<file path="config.mk">
export PLATFORM = sky130hd
export DESIGN_NAME = pc_fetch_ctrl
export DESIGN_NICKNAME = d
export VERILOG_FILES = /design/src/rtl/pc_fetch_ctrl_pkg.sv /design/src/rtl/pc_fetch_ctrl_sat_counter.sv /design/src/rtl/pc_fetch_ctrl.sv
export SDC_FILE = /design/constraint.sdc
export NUM_CORES = 1
export LEC_CHECK = 0
export CELL_PAD_IN_SITES_DETAIL_PLACEMENT = 1
export CELL_PAD_IN_SITES_GLOBAL_PLACEMENT = 1
export CORE_MARGIN = 3
export CORE_UTILIZATION = 37
export DETAILED_ROUTE_END_ITERATION = 10
export PLACE_DENSITY_LB_ADDON = 0.1
export SLEW_MARGIN = 30
export SYNTH_ARGS = -nofsm -noshare
export SYNTH_HDL_FRONTEND = slang
export SYNTH_SLANG_ARGS = --single-unit
</file>
<file path="constraint.sdc">
create_clock -name CLK -period 2.7 [get_ports CLK]
set_input_delay 0.54 -clock CLK [delete_from_list [all_inputs] [get_ports CLK]]
set_output_delay 0.54 -clock CLK [all_outputs]
set_load 0.01 [all_outputs]
</file>
<file path="src/rtl/pc_fetch_ctrl_pkg.sv">
// Shared types for the fetch-stage sequencer.
//   pcsrc_t       : next-PC mux select codes driven on PCSrc.
//   fetch_state_t : sequencer states, also exposed on the dbg_state port.
//   counts_stall  : states in which a cycle without a PC load counts as a stall.
package pc_fetch_ctrl_pkg;

  typedef enum logic [2:0] {
    PC_SEQ    = 3'd0,
    PC_BRANCH = 3'd1,
    PC_JUMP   = 3'd2,
    PC_JR     = 3'd3,
    PC_HOLD   = 3'd4
  } pcsrc_t;

  typedef enum logic [2:0] {
    ST_RESET_WAIT = 3'd0,
    ST_FETCH      = 3'd1,
    ST_WAIT_D     = 3'd2,
    ST_REDIRECT   = 3'd3,
    ST_HALTED     = 3'd4
  } fetch_state_t;

  // RESET_WAIT and HALTED are idle by design; only the working states
  // accumulate stall cycles.
  function automatic logic counts_stall(input fetch_state_t s);
    return (s == ST_FETCH) || (s == ST_WAIT_D) || (s == ST_REDIRECT);
  endfunction

endpackage

</file>
<file path="src/rtl/pc_fetch_ctrl_sat_counter.sv">
// Saturating up-counter with synchronous clear.
//   clk   : clock, rising edge
//   clr   : synchronous clear (highest priority)
//   inc   : increment request; ignored once the counter is all ones
//   count : current value
module sat_counter #(
  parameter int W = 16
) (
  input  logic         clk,
  input  logic         clr,
  input  logic         inc,
  output logic [W-1:0] count
);

  localparam logic [W-1:0] MAX_VAL = {W{1'b1}};
  localparam logic [W-1:0] ONE     = {{(W-1){1'b0}}, 1'b1};

  always_ff @(posedge clk) begin
    if (clr) begin
      count <= '0;
    end else if (inc && (count != MAX_VAL)) begin
      count <= count + ONE;
    end
  end

endmodule

</file>
<file path="src/rtl/pc_fetch_ctrl.sv">
// Fetch-stage sequencer for the pipelined MIPS PC datapath.
// Decides each cycle whether the PC loads, which next-PC source is used, and
// whether the shared cache port carries an instruction fetch. Data accesses
// from MEM own the port first; EX redirects are taken immediately when the
// fetch completes, otherwise parked in pend_src until it does.
//
// Ports:
//   CLK, RST        : clock, synchronous active-high reset
//   ihit, dhit      : instruction / data access completes this cycle
//   dmem_req        : MEM stage wants the port (dREN or dWEN)
//   hazard_stall    : load-use stall from the hazard unit
//   redir_valid     : EX resolves a taken branch / J / JAL / JR this cycle
//   redir_src       : PCSrc code for that redirect (never PC_SEQ)
//   halt            : HALT reached WB
//   pc_en, PCSrc    : PC load enable and next-PC select
//   iREN            : instruction read request
//   ifid_en         : IF/ID latch enable
//   ifid_flush      : zero IF/ID (wins over ifid_en inside the latch)
//   idex_flush      : zero ID/EX
//   halted          : sticky halt flag
//   stall_cnt       : saturating count of working-state cycles with pc_en=0
//   dbg_state       : current sequencer state
//
// Handshake: redir_valid is a one-cycle pulse with no ready; this block
// always consumes it in the cycle it is seen, either by loading the PC or by
// capturing redir_src into pend_src. halt is consumed the same way.
module pc_fetch_ctrl
  import pc_fetch_ctrl_pkg::*;
#(
  parameter int CNT_W = 16
) (
  input  logic             CLK,
  input  logic             RST,
  input  logic             ihit,
  input  logic             dhit,
  input  logic             dmem_req,
  input  logic             hazard_stall,
  input  logic             redir_valid,
  input  logic [2:0]       redir_src,
  input  logic             halt,
  output logic             pc_en,
  output logic [2:0]       PCSrc,
  output logic             iREN,
  output logic             ifid_en,
  output logic             ifid_flush,
  output logic             idex_flush,
  output logic             halted,
  output logic [CNT_W-1:0] stall_cnt,
  output fetch_state_t     dbg_state
);

  fetch_state_t state, state_nxt;
  pcsrc_t       pend_src, pend_src_nxt;
  logic         halted_nxt;
  pcsrc_t       pcsrc_sel;
  pcsrc_t       redir_code;

  logic advance;
  logic fetch_done;

  assign redir_code = pcsrc_t'(redir_src);

  assign advance = ihit & ~hazard_stall & ~(dmem_req & ~dhit);
  // The port is handed to data whenever dmem_req is up, so an ihit seen in
  // that cycle cannot belong to us even if dhit arrives alongside it.
  assign fetch_done = advance & ~dmem_req;

  always_ff @(posedge CLK) begin
    if (RST) begin
      state    <= ST_RESET_WAIT;
      pend_src <= PC_SEQ;
      halted   <= 1'b0;
    end else begin
      state    <= state_nxt;
      pend_src <= pend_src_nxt;
      halted   <= halted_nxt;
    end
  end

  always_comb begin
    state_nxt    = state;
    pend_src_nxt = pend_src;
    halted_nxt   = halted;
    pc_en        = 1'b0;
    pcsrc_sel    = PC_SEQ;
    iREN         = 1'b0;
    ifid_en      = 1'b0;
    ifid_flush   = 1'b0;
    idex_flush   = 1'b0;

    unique case (state)
      ST_RESET_WAIT: begin
        state_nxt = ST_FETCH;
      end

      ST_FETCH: begin
        iREN = ~dmem_req;
        if (halt) begin
          ifid_flush = 1'b1;
          state_nxt  = ST_HALTED;
          halted_nxt = 1'b1;
        end else if (redir_valid) begin
          ifid_flush = 1'b1;
          idex_flush = 1'b1;
          pcsrc_sel  = redir_code;
          if (fetch_done) begin
            pc_en   = 1'b1;
            ifid_en = 1'b1;
          end else begin
            pend_src_nxt = redir_code;
            state_nxt    = ST_REDIRECT;
          end
        end else begin
          pc_en   = fetch_done;
          ifid_en = fetch_done;
          if (dmem_req && !dhit) begin
            state_nxt = ST_WAIT_D;
          end
        end
      end

      ST_WAIT_D: begin
        if (halt) begin
          ifid_flush = 1'b1;
          state_nxt  = ST_HALTED;
          halted_nxt = 1'b1;
        end else if (redir_valid) begin
          // PC cannot load while waiting on data, so the redirect is parked.
          ifid_flush   = 1'b1;
          idex_flush   = 1'b1;
          pcsrc_sel    = redir_code;
          pend_src_nxt = redir_code;
          state_nxt    = ST_REDIRECT;
        end else if (dhit) begin
          state_nxt = ST_FETCH;
        end
      end

      ST_REDIRECT: begin
        iREN      = ~dmem_req;
        pcsrc_sel = pend_src;
        if (halt) begin
          pcsrc_sel  = PC_SEQ;
          ifid_flush = 1'b1;
          state_nxt  = ST_HALTED;
          halted_nxt = 1'b1;
        end else begin
          if (redir_valid) begin
            // A younger redirect replaces the parked one.
            ifid_flush   = 1'b1;
            idex_flush   = 1'b1;
            pcsrc_sel    = redir_code;
            pend_src_nxt = redir_code;
          end
          if (fetch_done) begin
            // The instruction returned now came from the wrong path.
            pc_en        = 1'b1;
            ifid_en      = 1'b1;
            ifid_flush   = 1'b1;
            pend_src_nxt = PC_SEQ;
            state_nxt    = ST_FETCH;
          end
        end
      end

      ST_HALTED: begin
        halted_nxt = 1'b1;
      end

      default: begin
        state_nxt = ST_RESET_WAIT;
      end
    endcase
  end

  assign PCSrc     = pcsrc_sel;
  assign dbg_state = state;

  sat_counter #(.W(CNT_W)) u_stall_cnt (
    .clk   (CLK),
    .clr   (RST),
    .inc   (counts_stall(state) & ~pc_en),
    .count (stall_cnt)
  );

  // A redirect to the sequential PC would be a decode bug upstream.
  a_redir_not_seq : assert property (
    @(posedge CLK) disable iff (RST) redir_valid |-> (redir_src != PC_SEQ)
  );

endmodule
</file>
==> results.toml, run 1 <==
[clocking]
tritoncts = "built"
cts_inserted_buffers = 3
clk_root_buffer_cell = "sky130_fd_sc_hd__clkbuf_8"
clock_insertion_delay_at_the_later_pin_of_the_skew_report_ns = 0.27
clk_transition_reported_paths_ns = 0.07
postCtsHoldBufs = 0
ctsLongestPathBuffers = 2
clkSinkCount = 23
clock_tree.htree_level_count = 1

[die]
pin_count = 39
initial_utilization_pct = 39.69
die_w_um = 66.77
die-area_um2 = 4458
number_of_cell_rows = 21
fp.dieH_um = 66.77
core_area_um2 = 3442

[global_route]
pin_count_of_the_biggest_net_entering_global_routing = 17
grt_overflow = 0
number_of_global_route_vias_before_repair = 1383
groute.usage.overall_pct = 18.66
antenna_found_initial = 0
grt_first_pass_wirelength_um = 6513

[pwr]
irDropWorstVdd_mv = 0.3377
total_power_mw = 0.8794
p_per_area_nw_per_um2 = 460.9
lkg_pwr_nw = 0.7098

[layout]
fin_nets = 219
drive_above_1_share_pct = 13.59
diodes = 0
layout.filler_cells = 412
layout.area.seq_um2 = 460.4
relative_area_change_from_synthesis_to_final_layout_pct = 39.65
multi_input_comb_area_um2 = 854.6

[routing]
drt_pre_antenna_iters = 4
vias = 1371
detailed_route_wire_length_per_cell_um = 15.15
vias_per_cell = 5.440
antenna_violating_nets_post_route = 0
drt_drc_violations_left = 0
drt_iter0_drc = 63
detail_route.wirelength_um = 3819

[logic_synthesis]
post_synth_main_area_contributors = "sky130_fd_sc_hd__dfxtp_1, sky130_fd_sc_hd__nor2_1, sky130_fd_sc_hd__xnor2_1"
ys_seq_elements = 23
synthArstFlopShare_pct = 0
synth_top_family_by_area = "simple AND/OR/NAND/NOR gates"
synth_ff_type = "sky130_fd_sc_hd__dfxtp_1"
synth-warning-count = 0
synth_seq_area_share_pct = 33.70
synth_area_leader_cell = "sky130_fd_sc_hd__dfxtp_1"
synth-edff-count = 0
postSynthNetCount = 174
netlist-cell-type-count = 42
average_instance_area_after_synthesis_um2 = 8.434
yosys-mux-area-fraction_pct = 1.832
synth_simple_gate_area_share_pct = 36.26
synth_compound_gate_area_share_pct = 13.83
netlist_area_um2 = 1366
netlist_instances = 162
yosys.area_share.xor_xnor_pct = 8.974
synthAdderAreaFrac_pct = 0.9158
yosys.area.top_type_share_pct = 33.70

[sta]
timing.setup.tns_ns = 0
worst_slew_pin_slew_ns = 0.6226
timing.clock.skew_ns = 0.009173
final_max_slew_viol_count = 0
grt_setup_unrepaired = "no"
post-route-period-util_pct = 97.81
max_freq_mhz = 378.7
final_hold_viol_count = 0
min_period_ns = 2.641
slew_headroom_pct = 58.36
holdWs_ns = 0.4544
report.final.setup_viol = 0

[placed_design]
port_buffers = 38
dpl.hpwl_um = 2885
gp_congestion = 0.7597

[setup_path]
worst_setup_path_end_kind = "output port"
critical_path.reg2reg.startpoint = "dbg_state[0]"
reg2reg_to = "u_stall_cnt.count[6]"
timing_worst_setup_path_type = "in -> out"
crit_fanout = 6
worst-r2r-cell-count = 7
startpoint_type = "input port"
worstPathRequired_ns = 2.16
timing.reg2reg.setup_slack_ns = 0.66
worst-endpoint-arrival_ns = 2.10

[outcome]
result_of_the_run = "completed"

[min_path]
min_from = "halted"
worst_case_hold_path_end_point = "halted"
min_path_cells = 2
holdCritPathClass = "reg -> reg"

[job]
max_cap_viol = 0
## flip-flops by register name (all words and copies together), names as in the netlist
register / count
dbg_state: 3
pend_src: 3
u_stall_cnt.count: 16
halted: 1
## worst max-delay path: stages
cell,delay (ns)
sky130_fd_sc_hd__clkdlybuf4s50_1,0.43
sky130_fd_sc_hd__or2_2,0.31
sky130_fd_sc_hd__buf_4,0.17
sky130_fd_sc_hd__nor2_1,0.12
sky130_fd_sc_hd__clkdlybuf4s50_1,0.55
## cells in the mapped netlist (4+ instances only)
cell type / instances
sky130_fd_sc_hd__a21oi_1: 5
sky130_fd_sc_hd__nor2_1: 35
sky130_fd_sc_hd__nor4_1: 5
sky130_fd_sc_hd__xnor2_1: 14
sky130_fd_sc_hd__clkbuf_1: 6
sky130_fd_sc_hd__nand4_1: 5
sky130_fd_sc_hd__nor3_1: 5
sky130_fd_sc_hd__dfxtp_1: 23
sky130_fd_sc_hd__nand2_1: 6
sky130_fd_sc_hd__nor2b_1: 4
sky130_fd_sc_hd__nand3_1: 5
sky130_fd_sc_hd__o21ai_0: 4
## worst max-delay path by stage
stage | startpoint | to | slack (ns) | depth (start not counted)
finish | halt | PCSrc[1] | 0.06 | 5
global route | halt | PCSrc[1] | 0.01 | 5
CTS | redir_valid | PCSrc[1] | 0.02 | 6
detailed placement | ihit | ifid_flush | -0.05 | 5
global placement | ihit | ifid_flush | -0.01 | 5
floorplan | ihit | u_stall_cnt.count[15] | 0.83 | 5
## cell usage in the layout, fill, tap and decap left out, types with 2 or more instances in the layout
| master | Yosys | final |
|---|---|---|
| sky130_fd_sc_hd__xnor2_1 | 14 | 14 |
| sky130_fd_sc_hd__a21oi_1 | 5 | 5 |
| sky130_fd_sc_hd__and3_1 | 2 | 2 |
| sky130_fd_sc_hd__nor2b_1 | 4 | 3 |
| sky130_fd_sc_hd__a32oi_1 | 3 | 3 |
| sky130_fd_sc_hd__inv_1 | 3 | 3 |
| sky130_fd_sc_hd__nand2_1 | 6 | 6 |
| sky130_fd_sc_hd__and4_1 | 2 | 2 |
| sky130_fd_sc_hd__nor3b_2 | 2 | 3 |
| sky130_fd_sc_hd__clkdlybuf4s50_1 | 0 | 33 |
| sky130_fd_sc_hd__nand4_1 | 5 | 5 |
| sky130_fd_sc_hd__nor2_1 | 35 | 35 |
| sky130_fd_sc_hd__dlymetal6s2s_1 | 0 | 4 |
| sky130_fd_sc_hd__a22o_1 | 3 | 3 |
| sky130_fd_sc_hd__buf_4 | 1 | 12 |
| sky130_fd_sc_hd__a211oi_1 | 2 | 2 |
| sky130_fd_sc_hd__a22oi_1 | 3 | 3 |
| sky130_fd_sc_hd__dfxtp_1 | 23 | 23 |
| sky130_fd_sc_hd__nor3_1 | 5 | 5 |
| sky130_fd_sc_hd__nor4_1 | 5 | 5 |
| sky130_fd_sc_hd__nand3_1 | 5 | 5 |
| sky130_fd_sc_hd__clkbuf_8 | 0 | 3 |
| sky130_fd_sc_hd__o21ai_0 | 4 | 4 |
| sky130_fd_sc_hd__nor4_4 | 2 | 2 |
## logic make-up (layout without fill, tap and decap cells)
logic type | count (synthesis) | count (layout)
AOI/OAI and AO/OA | 25 | 25
xor gates and xnor gates | 14 | 14
adders and majority gates | 1 | 1
buffers and inverters | 13 | 57
DFF | 23 | 23
muxes | 2 | 2
and+or+nand+nor | 84 | 84
## layout make-up
class                      count  share of cell area [%]
clock buffer                   4                   2.361
timing repair buffer          50                   25.11
inverter                       3                  0.5902
tap                           46                   3.016
sequential                    23                   24.13
multi-input combinational    126                   44.79
## routing by layer
metal | up-vias | global-route usage [%] | routed length (um)
met5 | - | 0 | 0
met4 | 0 | 3.807 | 31
met3 | 4 | 3.879 | 135
met2 | 25 | 31.68 | 1853
li1 | 668 | - | -
met1 | 674 | 24.19 | 1798
## where the power goes
part | switching, mW | internal [mW] | leakage, nW
clock network | 0.107 | 0.105 | 0.0228
logic | 0.139 | 0.139 | 0.501
registers | 0.0285 | 0.360 | 0.186
total | 0.275 | 0.604 | 0.710
## stage by stage
stage               cells  worst slack (ns)  cell area, um^2  utilization [%]
floorplan             162            0.8285             1366                -
global placement      248          -0.01295             1844            53.58
detailed placement    248          -0.04694             1844            53.58
CTS                   252           0.01533             1888            54.85
global route          252           0.01264             1908            55.43
finish                252           0.05922             1908            55.43
## timing repair
item	4_1_cts	5_1_grt
gates resized for setup	1	7
pin swaps	1	2
buffers inserted	0	0
hold endpoints to repair	0	0
setup endpoints to repair	1	6
Note: power is estimated with default switching activity, not from simulation.
==> run 2: changes to the inputs <==
Settings changed: CORE_UTILIZATION 37 to 38, CTS_BUF_LIST set to sky130_fd_sc_hd__clkbuf_8, GPL_TIMING_DRIVEN set to 0.
==> results.toml, run 2 (synthesis gave the netlist of run 1 again) <==
[clocking]
clk_transition_reported_paths_ns = 0.09
clk_root_buffer_cell = "sky130_fd_sc_hd__clkbuf_8"
postCtsHoldBufs = 0
ctsLongestPathBuffers = 2
cts_inserted_buffers = 3
clock_tree.htree_level_count = 1
clock_insertion_delay_at_the_later_pin_of_the_skew_report_ns = 0.27
tritoncts = "built"
clkSinkCount = 23

[routing]
drt_iter0_drc = 39
vias = 1379
antenna_violating_nets_post_route = 0
detailed_route_wire_length_per_cell_um = 16.47
detail_route.wirelength_um = 4117
drt_drc_violations_left = 0
drt_pre_antenna_iters = 4
vias_per_cell = 5.516

[sta]
final_hold_viol_count = 0
timing.clock.skew_ns = 0.001440
post-route-period-util_pct = 97.23
report.final.setup_viol = 0
grt_setup_unrepaired = "no"
worst_slew_pin_slew_ns = 0.5554
min_period_ns = 2.625
timing.final.ws_setup_ns = 0.07466
timing.setup.tns_ns = 0
max_freq_mhz = 380.9
final_max_slew_viol_count = 0
holdWs_ns = 0.4746
slew_headroom_pct = 62.97

[layout]
largest_reg_flops = 16
final_common_cell = "sky130_fd_sc_hd__nor2_1"
layout_common_cells = "sky130_fd_sc_hd__nor2_1, sky130_fd_sc_hd__clkdlybuf4s50_1, sky130_fd_sc_hd__dfxtp_1"
layout.cells.non_filler = 250
regMostFlops = "u_stall_cnt.count"
fin_nets = 217
layout.area.seq_um2 = 461.7
drive_above_1_share_pct = 11.76
relative_area_change_from_synthesis_to_final_layout_pct = 36.26
multi_input_comb_area_um2 = 849.6
diodes = 0
layout.filler_cells = 401

[setup_path]
critical_path.reg2reg.startpoint = "dbg_state[0]"
top_family_by_delay_on_critical_path = "buffers and inverters"
worstPathRequired_ns = 2.16
max_stage_delay_ns = 0.53
startpoint_type = "input port"
critPathSlowestCell = "sky130_fd_sc_hd__clkdlybuf4s50_1"
crit_chain = "clkdlybuf4s50_1 > nor4bb_4 > and2_4 > clkdlybuf4s50_1"
worst_setup_path_end_kind = "output port"
worst-r2r-cell-count = 7
worst-endpoint-arrival_ns = 2.09
timing.reg2reg.setup_slack_ns = 0.64
critical_path_buf_inv_count = 2
crit_fanout = 3
critPathMostFrequentCell = "sky130_fd_sc_hd__clkdlybuf4s50_1"
timing_worst_setup_path_type = "in -> out"
reg2reg_to = "u_stall_cnt.count[15]"

[die]
core_area_um2 = 3390
die-area_um2 = 4351
die_w_um = 65.96
fp.dieH_um = 65.96
number_of_cell_rows = 21
initial_utilization_pct = 40.31
pin_count = 39

[min_path]
min_path_cells = 2
holdCritPathClass = "reg -> reg"
worst_case_hold_path_end_point = "halted"
min_from = "halted"

[outcome]
result_of_the_run = "completed"

[pwr]
lkg_pwr_nw = 0.6261
irDropWorstVdd_mv = 0.2808
p_per_area_nw_per_um2 = 480.0

[placed_design]
cell_count_post_placement = 245
gp_congestion = 0.8603
dpl.hpwl_um = 3089
port_buffers = 37
preCtsSetupSlack_ns = -0.3452

[global_route]
number_of_global_route_vias_before_repair = 1504
grt_overflow = 0
pin_count_of_the_biggest_net_entering_global_routing = 15
groute.usage.overall_pct = 21.31
grt_first_pass_wirelength_um = 7189
antenna_found_initial = 0

[job]
max_cap_viol = 0
[run 2: cell count changes in the layout (fill, tap and decap cells not counted), sizes merged]
cell,before,now
clkdlybuf4s50,33,31
buf,12,6
clkdlybuf4s15,0,1
clkinvlp,0,1
clkbuf,4,8
dlygate4sd2,1,5
dlymetal6s2s,4,0
[run 2: tightest hold or removal path, stage by stage (launching register included)]
cell                      delay, ns
sky130_fd_sc_hd__dfxtp_1       0.32
sky130_fd_sc_hd__inv_1         0.05
sky130_fd_sc_hd__a21oi_1       0.06
[run 2: report_power, final]
group / leakage, nW / total, mW / internal [mW] / switching (mW)
sequential: 0.187 / 0.387 / 0.361 / 0.0255
combinational: 0.418 / 0.280 / 0.133 / 0.148
clock: 0.0217 / 0.227 / 0.105 / 0.122
[run 2: worst max path at each step]
| stage | start | to | slack, ns | cells past startpoint |
|---|---|---|---|---|
| 6_report | hazard_stall | ifid_en | 0.07 | 4 |
| 4_1_cts | dbg_state[0] | PCSrc[2] | 0.03 | 6 |
| 2_1_floorplan | ihit | u_stall_cnt.count[15] | 0.83 | 5 |
| 3_3_place_gp | redir_valid | PCSrc[2] | -0.29 | 6 |
| 5_1_grt | hazard_stall | ifid_flush | 0.0006 | 6 |
| 3_5_place_dp | redir_valid | PCSrc[2] | -0.35 | 6 |
[run 2: final cells by class]
cell class | count | share of cell area (%)
Timing Repair Buffer | 39 | 20.36
Tap cell | 46 | 3.091
Sequential cell | 23 | 24.80
Inverter | 3 | 0.6048
Clock buffer | 3 | 2.218
Buffer | 9 | 2.890
Clock inverter | 1 | 0.4032
Multi-Input combinational cell | 126 | 45.63
[run 2: layer usage]
metal,part of all wire (%),track usage [%],up-vias
met4,1.3,7.868,0
li1,-,-,662
met1,46,28.60,685
met2,50,34.42,27
met5,0,0,-
met3,2.7,3.061,5
[run 2: metrics by stage]
step,instance area [um^2],util (%),total power [mW]
after global placement,1794,52.93,0.6595
after floorplan,1366,-,0.5511
after detailed placement,1794,52.93,0.6729
final,1862,54.93,0.8937
after CTS,1861,54.89,0.9032
after global routing,1862,54.93,0.9495
[run 2: what timing repair did]
| item | in CTS | in global routing |
|---|---|---|
| pin swaps | 1 | 0 |
| endpoints found under the setup margin | 7 | 3 |
| resized for setup | 11 | 3 |
| setup buffers | 2 | 0 |
